<file path="src/rtl/restoring_divider_16_8.sv">
// Purpose : sequential unsigned restoring divider, 16-bit dividend / 8-bit divisor -> 16-bit quotient, 8-bit remainder.
// Latency : one quotient bit per clock; done is seen 17 edges after accept (1 edge for divide-by-zero).
// Backpr. : start is taken only while busy=0 (IDLE or DONE); start during RUN is dropped, not queued.
//
// Ports
//   clk          rising-edge clock
//   rst_n        asynchronous active-low reset; abandons any division in flight
//   start        request, sampled only when busy=0
//   dividend     unsigned dividend, latched on the accept edge
//   divisor      unsigned divisor, latched on the accept edge
//   busy         high while iterating (RUN)
//   done         one-cycle pulse, results valid
//   quotient     registered quotient, held until the next accept
//   remainder    registered remainder, held until the next accept
//   div_by_zero  set with done when the latched divisor was zero
module restoring_divider_16_8 #(
    parameter int DIVIDEND_W = 16,
    parameter int DIVISOR_W  = 8
) (
    input  logic                  clk,
    input  logic                  rst_n,
    input  logic                  start,
    input  logic [DIVIDEND_W-1:0] dividend,
    input  logic [DIVISOR_W-1:0]  divisor,
    output logic                  busy,
    output logic                  done,
    output logic [DIVIDEND_W-1:0] quotient,
    output logic [DIVISOR_W-1:0]  remainder,
    output logic                  div_by_zero
);

    localparam int CNT_W = (DIVIDEND_W > 1) ? $clog2(DIVIDEND_W) : 1;
    localparam logic [CNT_W-1:0] LAST_CNT = CNT_W'(DIVIDEND_W - 1);

    typedef enum logic [1:0] {
        ST_IDLE = 2'd0,
        ST_RUN  = 2'd1,
        ST_DONE = 2'd2
    } state_e;

    state_e                state_q, state_d;
    logic [CNT_W-1:0]      cnt_q, cnt_d;
    // Dividend bits leave at the MSB while quotient bits enter at the LSB,
    // so after the last iteration this register holds the full quotient.
    logic [DIVIDEND_W-1:0] shift_q, shift_d;
    logic [DIVISOR_W-1:0]  dvs_q, dvs_d;
    // Partial remainder is always < divisor between iterations, so it fits
    // in DIVISOR_W bits; only the trial value needs the extra bit.
    logic [DIVISOR_W-1:0]  part_q, part_d;
    logic [DIVIDEND_W-1:0] quotient_q, quotient_d;
    logic [DIVISOR_W-1:0]  remainder_q, remainder_d;
    logic                  dbz_q, dbz_d;
    logic                  busy_q, busy_d;
    logic                  done_q, done_d;

    // One restoring step
    logic [DIVISOR_W:0]    trial;
    logic [DIVISOR_W-1:0]  diff;
    logic                  q_bit;
    logic [DIVISOR_W-1:0]  part_next;
    logic [DIVIDEND_W-1:0] shift_next;
    logic                  accept;

    always_comb begin
        trial = {part_q, shift_q[DIVIDEND_W-1]};
        q_bit = (trial >= {1'b0, dvs_q});
        // When q_bit=1 the true difference is < divisor, so the low
        // DIVISOR_W bits of the subtraction are exact.
        diff       = trial[DIVISOR_W-1:0] - dvs_q;
        // When q_bit=0 the trial is < divisor, so its top bit is zero.
        part_next  = q_bit ? diff : trial[DIVISOR_W-1:0];
        shift_next = {shift_q[DIVIDEND_W-2:0], q_bit};
    end

    // busy_q is the registered image of state==RUN
    assign accept = start && !busy_q;

    always_comb begin
        state_d     = state_q;
        cnt_d       = cnt_q;
        shift_d     = shift_q;
        dvs_d       = dvs_q;
        part_d      = part_q;
        quotient_d  = quotient_q;
        remainder_d = remainder_q;
        dbz_d       = dbz_q;

        case (state_q)
            ST_RUN: begin
                cnt_d   = cnt_q + 1'b1;
                shift_d = shift_next;
                part_d  = part_next;
                if (cnt_q == LAST_CNT) begin
                    quotient_d  = shift_next;
                    remainder_d = part_next;
                    state_d     = ST_DONE;
                end
            end
            ST_DONE: begin
                state_d = ST_IDLE;
            end
            default: begin
                state_d = ST_IDLE;
            end
        endcase

        // Accept is possible from IDLE and from DONE, which allows
        // back-to-back divisions without a dead cycle.
        if (accept) begin
            shift_d = dividend;
            dvs_d   = divisor;
            part_d  = '0;
            cnt_d   = '0;
            if (divisor == '0) begin
                // Short-circuit: no iterations, saturated quotient.
                state_d     = ST_DONE;
                quotient_d  = '1;
                remainder_d = '0;
                dbz_d       = 1'b1;
            end else begin
                state_d = ST_RUN;
                dbz_d   = 1'b0;
            end
        end

        busy_d = (state_d == ST_RUN);
        done_d = (state_d == ST_DONE);
    end

    always_ff @(posedge clk or negedge rst_n) begin
        if (!rst_n) begin
            state_q     <= ST_IDLE;
            cnt_q       <= '0;
            shift_q     <= '0;
            dvs_q       <= '0;
            part_q      <= '0;
            quotient_q  <= '0;
            remainder_q <= '0;
            dbz_q       <= 1'b0;
            busy_q      <= 1'b0;
            done_q      <= 1'b0;
        end else begin
            state_q     <= state_d;
            cnt_q       <= cnt_d;
            shift_q     <= shift_d;
            dvs_q       <= dvs_d;
            part_q      <= part_d;
            quotient_q  <= quotient_d;
            remainder_q <= remainder_d;
            dbz_q       <= dbz_d;
            busy_q      <= busy_d;
            done_q      <= done_d;
        end
    end

    assign busy        = busy_q;
    assign done        = done_q;
    assign quotient    = quotient_q;
    assign remainder   = remainder_q;
    assign div_by_zero = dbz_q;

endmodule
</file>
<file path="config.mk">
export PLATFORM = sky130hd
export DESIGN_NAME = restoring_divider_16_8
export DESIGN_NICKNAME = d
export VERILOG_FILES = /design/src/rtl/restoring_divider_16_8.sv
export SDC_FILE = /design/constraint.sdc
export NUM_CORES = 1
export LEC_CHECK = 0
export BUFFER_PORTS_ARGS = -buffer_cell sky130_fd_sc_hd__buf_2
export CORE_MARGIN = 2
export CORE_UTILIZATION = 38
export CTS_CLUSTER_DIAMETER = 200
export DETAILED_ROUTE_END_ITERATION = 6
export GPL_TIMING_DRIVEN = 0
export MAX_ROUTING_LAYER = met4
export PLACE_DENSITY = 0.55
export SLEW_MARGIN = 20
export SYNTH_ARGS = -nofsm -noshare
export SYNTH_HDL_FRONTEND = slang
export SYNTH_SLANG_ARGS = --single-unit
</file>
<file path="constraint.sdc">
create_clock -name clk -period 2.9 [get_ports clk]
set_input_delay 0.58 -clock clk [delete_from_list [all_inputs] [get_ports clk]]
set_output_delay 0.58 -clock clk [all_outputs]
set_load 0.02 [all_outputs]
</file>
==> reports/qor.yml <==
synth_common_cells: "81 x nand2_1, 65 x dfrtp_1, 27 x nor2_1, 25 x o21ai_0"
max_stage_delay_ns: 0.41
grt_max_degree: 44
firstDrtPassIters: 4
grt_setup_unrepaired: "false"
power_mw: 4.95
period_needed_ns: 2.45
ys_types: 37
cellLeakagePower_nw: 1.77
cp_slowest_cell: "a2111oi_2"
async_flop_share_pct: 100
netSwitchingFraction_pct: 42.1
synth_nets: 384
cp_common_cell: "a21oi_1"
pwr-share-seq_pct: 32.6
critPathLaunchType: "flip-flop"
worstSkewPairLatency_ns: 0.35
synth_seq_area_share_pct: 52.1
dp_hpwl_mm: 5.55
critPathCaptureType: "flip-flop"
drive_above_1_share_pct: 18.9
htreeDepth: 3
fin_tns_setup_ns: 0
clk_pin_slew_worst_paths_ns: 0.08
drv_cap: 0
drtAntennaViolNets: 0
stdcell_count: 522
core.rowCount: 33
fmax_mhz: 408
critPathKind: "reg -> reg"
fin_ws_ns: 0.449
postPlaceCellArea_um2: 3550
synth_warnings: 0
final_cell_area_um2: 3780
power_switching_mw: 2.09
io_pins: 54
synth_edf_count: 0
cts_setup_buffers: 0
drt-initial-drc-count: 135
syn_inst: 347
grt_overflow: 0
r2r-end: "remainder[6]"
die-width_um: 94.7
synth_ff_type: "dfrtp_1"
hold_viol: 0
syn-cell-area_um2: 3120
finalWeightedCongestion: 0.907
power.density_nw_per_um2: 1310
reg2reg_slack_ns: 0.45
combPwrFrac_pct: 49.3
die_y_um: 94.7
area_growth_pct: 21.0
crit_required_ns: 3.10
detailedPlace.worstSlack_ns: 0.491
holdWs_ns: 0.115
slew_violations: 0
worstPathMaxFanout: 10
reg2reg_depth: 9
grt_pass1_vias: 2543
wl_per_cell_um: 15.2
clock-root-buffer: "clkbuf_8"
period_share_pct: 84.5
reg2reg_from: "part_q[5]"
synth_top_area_share_pct: 52.1
postCtsHoldBufs: 0
cts_resized: 0
core-area_um2: 8090
yosys-top-cells-area: "dfrtp_1 52%, nand2_1 9.7%, o21ai_0 4.0%"
yosysTopAreaCell: "dfrtp_1"
cts_made_buffers: 9
nets: 449
grt.total_usage_pct: 19.9
port_buffers: 53
irDropWorstVdd_mv: 0.655
cp_cell_sequence: "ha_1 > a21oi_1 > nor2b_1 > a2111oi_2 > o31a_1 > buf_6 > buf_4 > mux2i_1 > a21oi_1"
cts_tree: "done"
grt_pass1_wl_mm: 13.3
syn_area_per_cell_um2: 9.00
final.setup_skew_ns: 0.0128
critPathArrivalTime_ns: 2.65
power.internal_mw: 2.87
status: "finished, final reports clean"
clkPwrFrac_pct: 18.1
diodes: 0
start_util_pct: 38.6
vias: 2663
maxSlewHeadroom_pct: 61.2
finalSetupViolations: 0
place_inst: 506
final_core_util_pct: 46.7
routed_wl_mm: 7.92
worst_slew_pin_slew_ns: 0.583
clk_path_buf_depth: 2
clock-sinks: 65
viasPerCell: 5.10
min_path_type: "in -> async"
ys_ff_latch: 65
grt_antenna_before_repair: 0
drc_errors: 0
dieArea_um2: 8960
synth.most_common_cell: "nand2_1"
critical path: cells and delay by family, from the launching register on:
| family | cells | cell delay (ns) |
|---|---|---|
| fa+ha+maj | 1 | 0.37 |
| flops | 1 | 0.40 |
| compound gates | 4 | 0.90 |
| mux | 1 | 0.24 |
| simple gates | 1 | 0.07 |
| buf+inv | 2 | 0.34 |
routing by layer:
metal / vias to the layer above / wire length [µm] / global-route usage (%)
met4: 0 / 52 / 6.76
met3: 6 / 265 / 2.87
met1: 1293 / 3950 / 28.6
met5: - / 0 / -
li1: 1317 / - / -
met2: 47 / 3650 / 28.8
sequential cells by signal, summed over array words and instances, names as in the netlist:
signal / count
done: 1
busy: 1
shift_q: 16
state_q: 2
quotient: 16
cnt_q: 4
div_by_zero: 1
remainder: 8
part_q: 8
dvs_q: 8
power groups by stage:
stage | combinational (mW) | sequential [mW] | clock (mW)
after detailed placement | 2.42 | 1.63 | 0
after global routing | 2.77 | 1.67 | 0.942
after global placement | 2.38 | 1.62 | 0
after floorplan | 1.62 | 1.78 | 0
after CTS | 2.44 | 1.61 | 0.904
final | 2.44 | 1.61 | 0.898
final cells by class:
| class | instances | area (µm²) |
|---|---|---|
| multi-input combinational | 248 | 1360 |
| tap | 105 | 131 |
| clock inverter | 6 | 90.1 |
| buffer | 25 | 105 |
| sequential | 65 | 1630 |
| fill | 821 | 4320 |
| timing repair buffer | 54 | 295 |
| clock buffer | 10 | 138 |
| inverter | 9 | 33.8 |
kinds of logic after synthesis:
| family | Yosys count | synth area share [%] |
|---|---|---|
| simple gates | 155 | 21.8 |
| compound gates | 71 | 13.9 |
| flops | 65 | 52.1 |
| buf+inv | 34 | 4.45 |
| fa+ha+maj | 10 | 4.25 |
| xor+xnor | 7 | 1.96 |
| mux | 5 | 1.60 |
placed cells by master (no fill, tap or decap), types with 2 or more instances in the layout:
cell       count
buf_2         52
ha_1           9
clkbuf_8      10
inv_1          9
a21boi_0       2
mux2i_1        5
or4b_1         2
or2_2          3
a31oi_1       16
nand2b_1       3
xnor2_1        3
nand2_1       81
a21oi_1       16
xor2_1         4
nor2b_1        4
nor4_1         2
dfrtp_1       65
clkbuf_1      23
buf_4          2
nor3b_1        2
bufinv_16      2
nand3_1       23
o21ai_0       25
nand4_1        6
or3_1          2
nor2_1        27
worst max-delay path by stage:
stage,start,to,cells after the start,slack (ns)
2_1_floorplan,part_q[5],remainder[6],9,0.75
5_1_grt,part_q[5],remainder[6],9,0.26
6_report,part_q[5],remainder[6],9,0.45
3_3_place_gp,part_q[5],remainder[6],9,0.47
4_1_cts,part_q[5],remainder[6],9,0.44
3_5_place_dp,part_q[5],remainder[6],9,0.49
No activity file was read; power rests on OpenSTA's default activity.
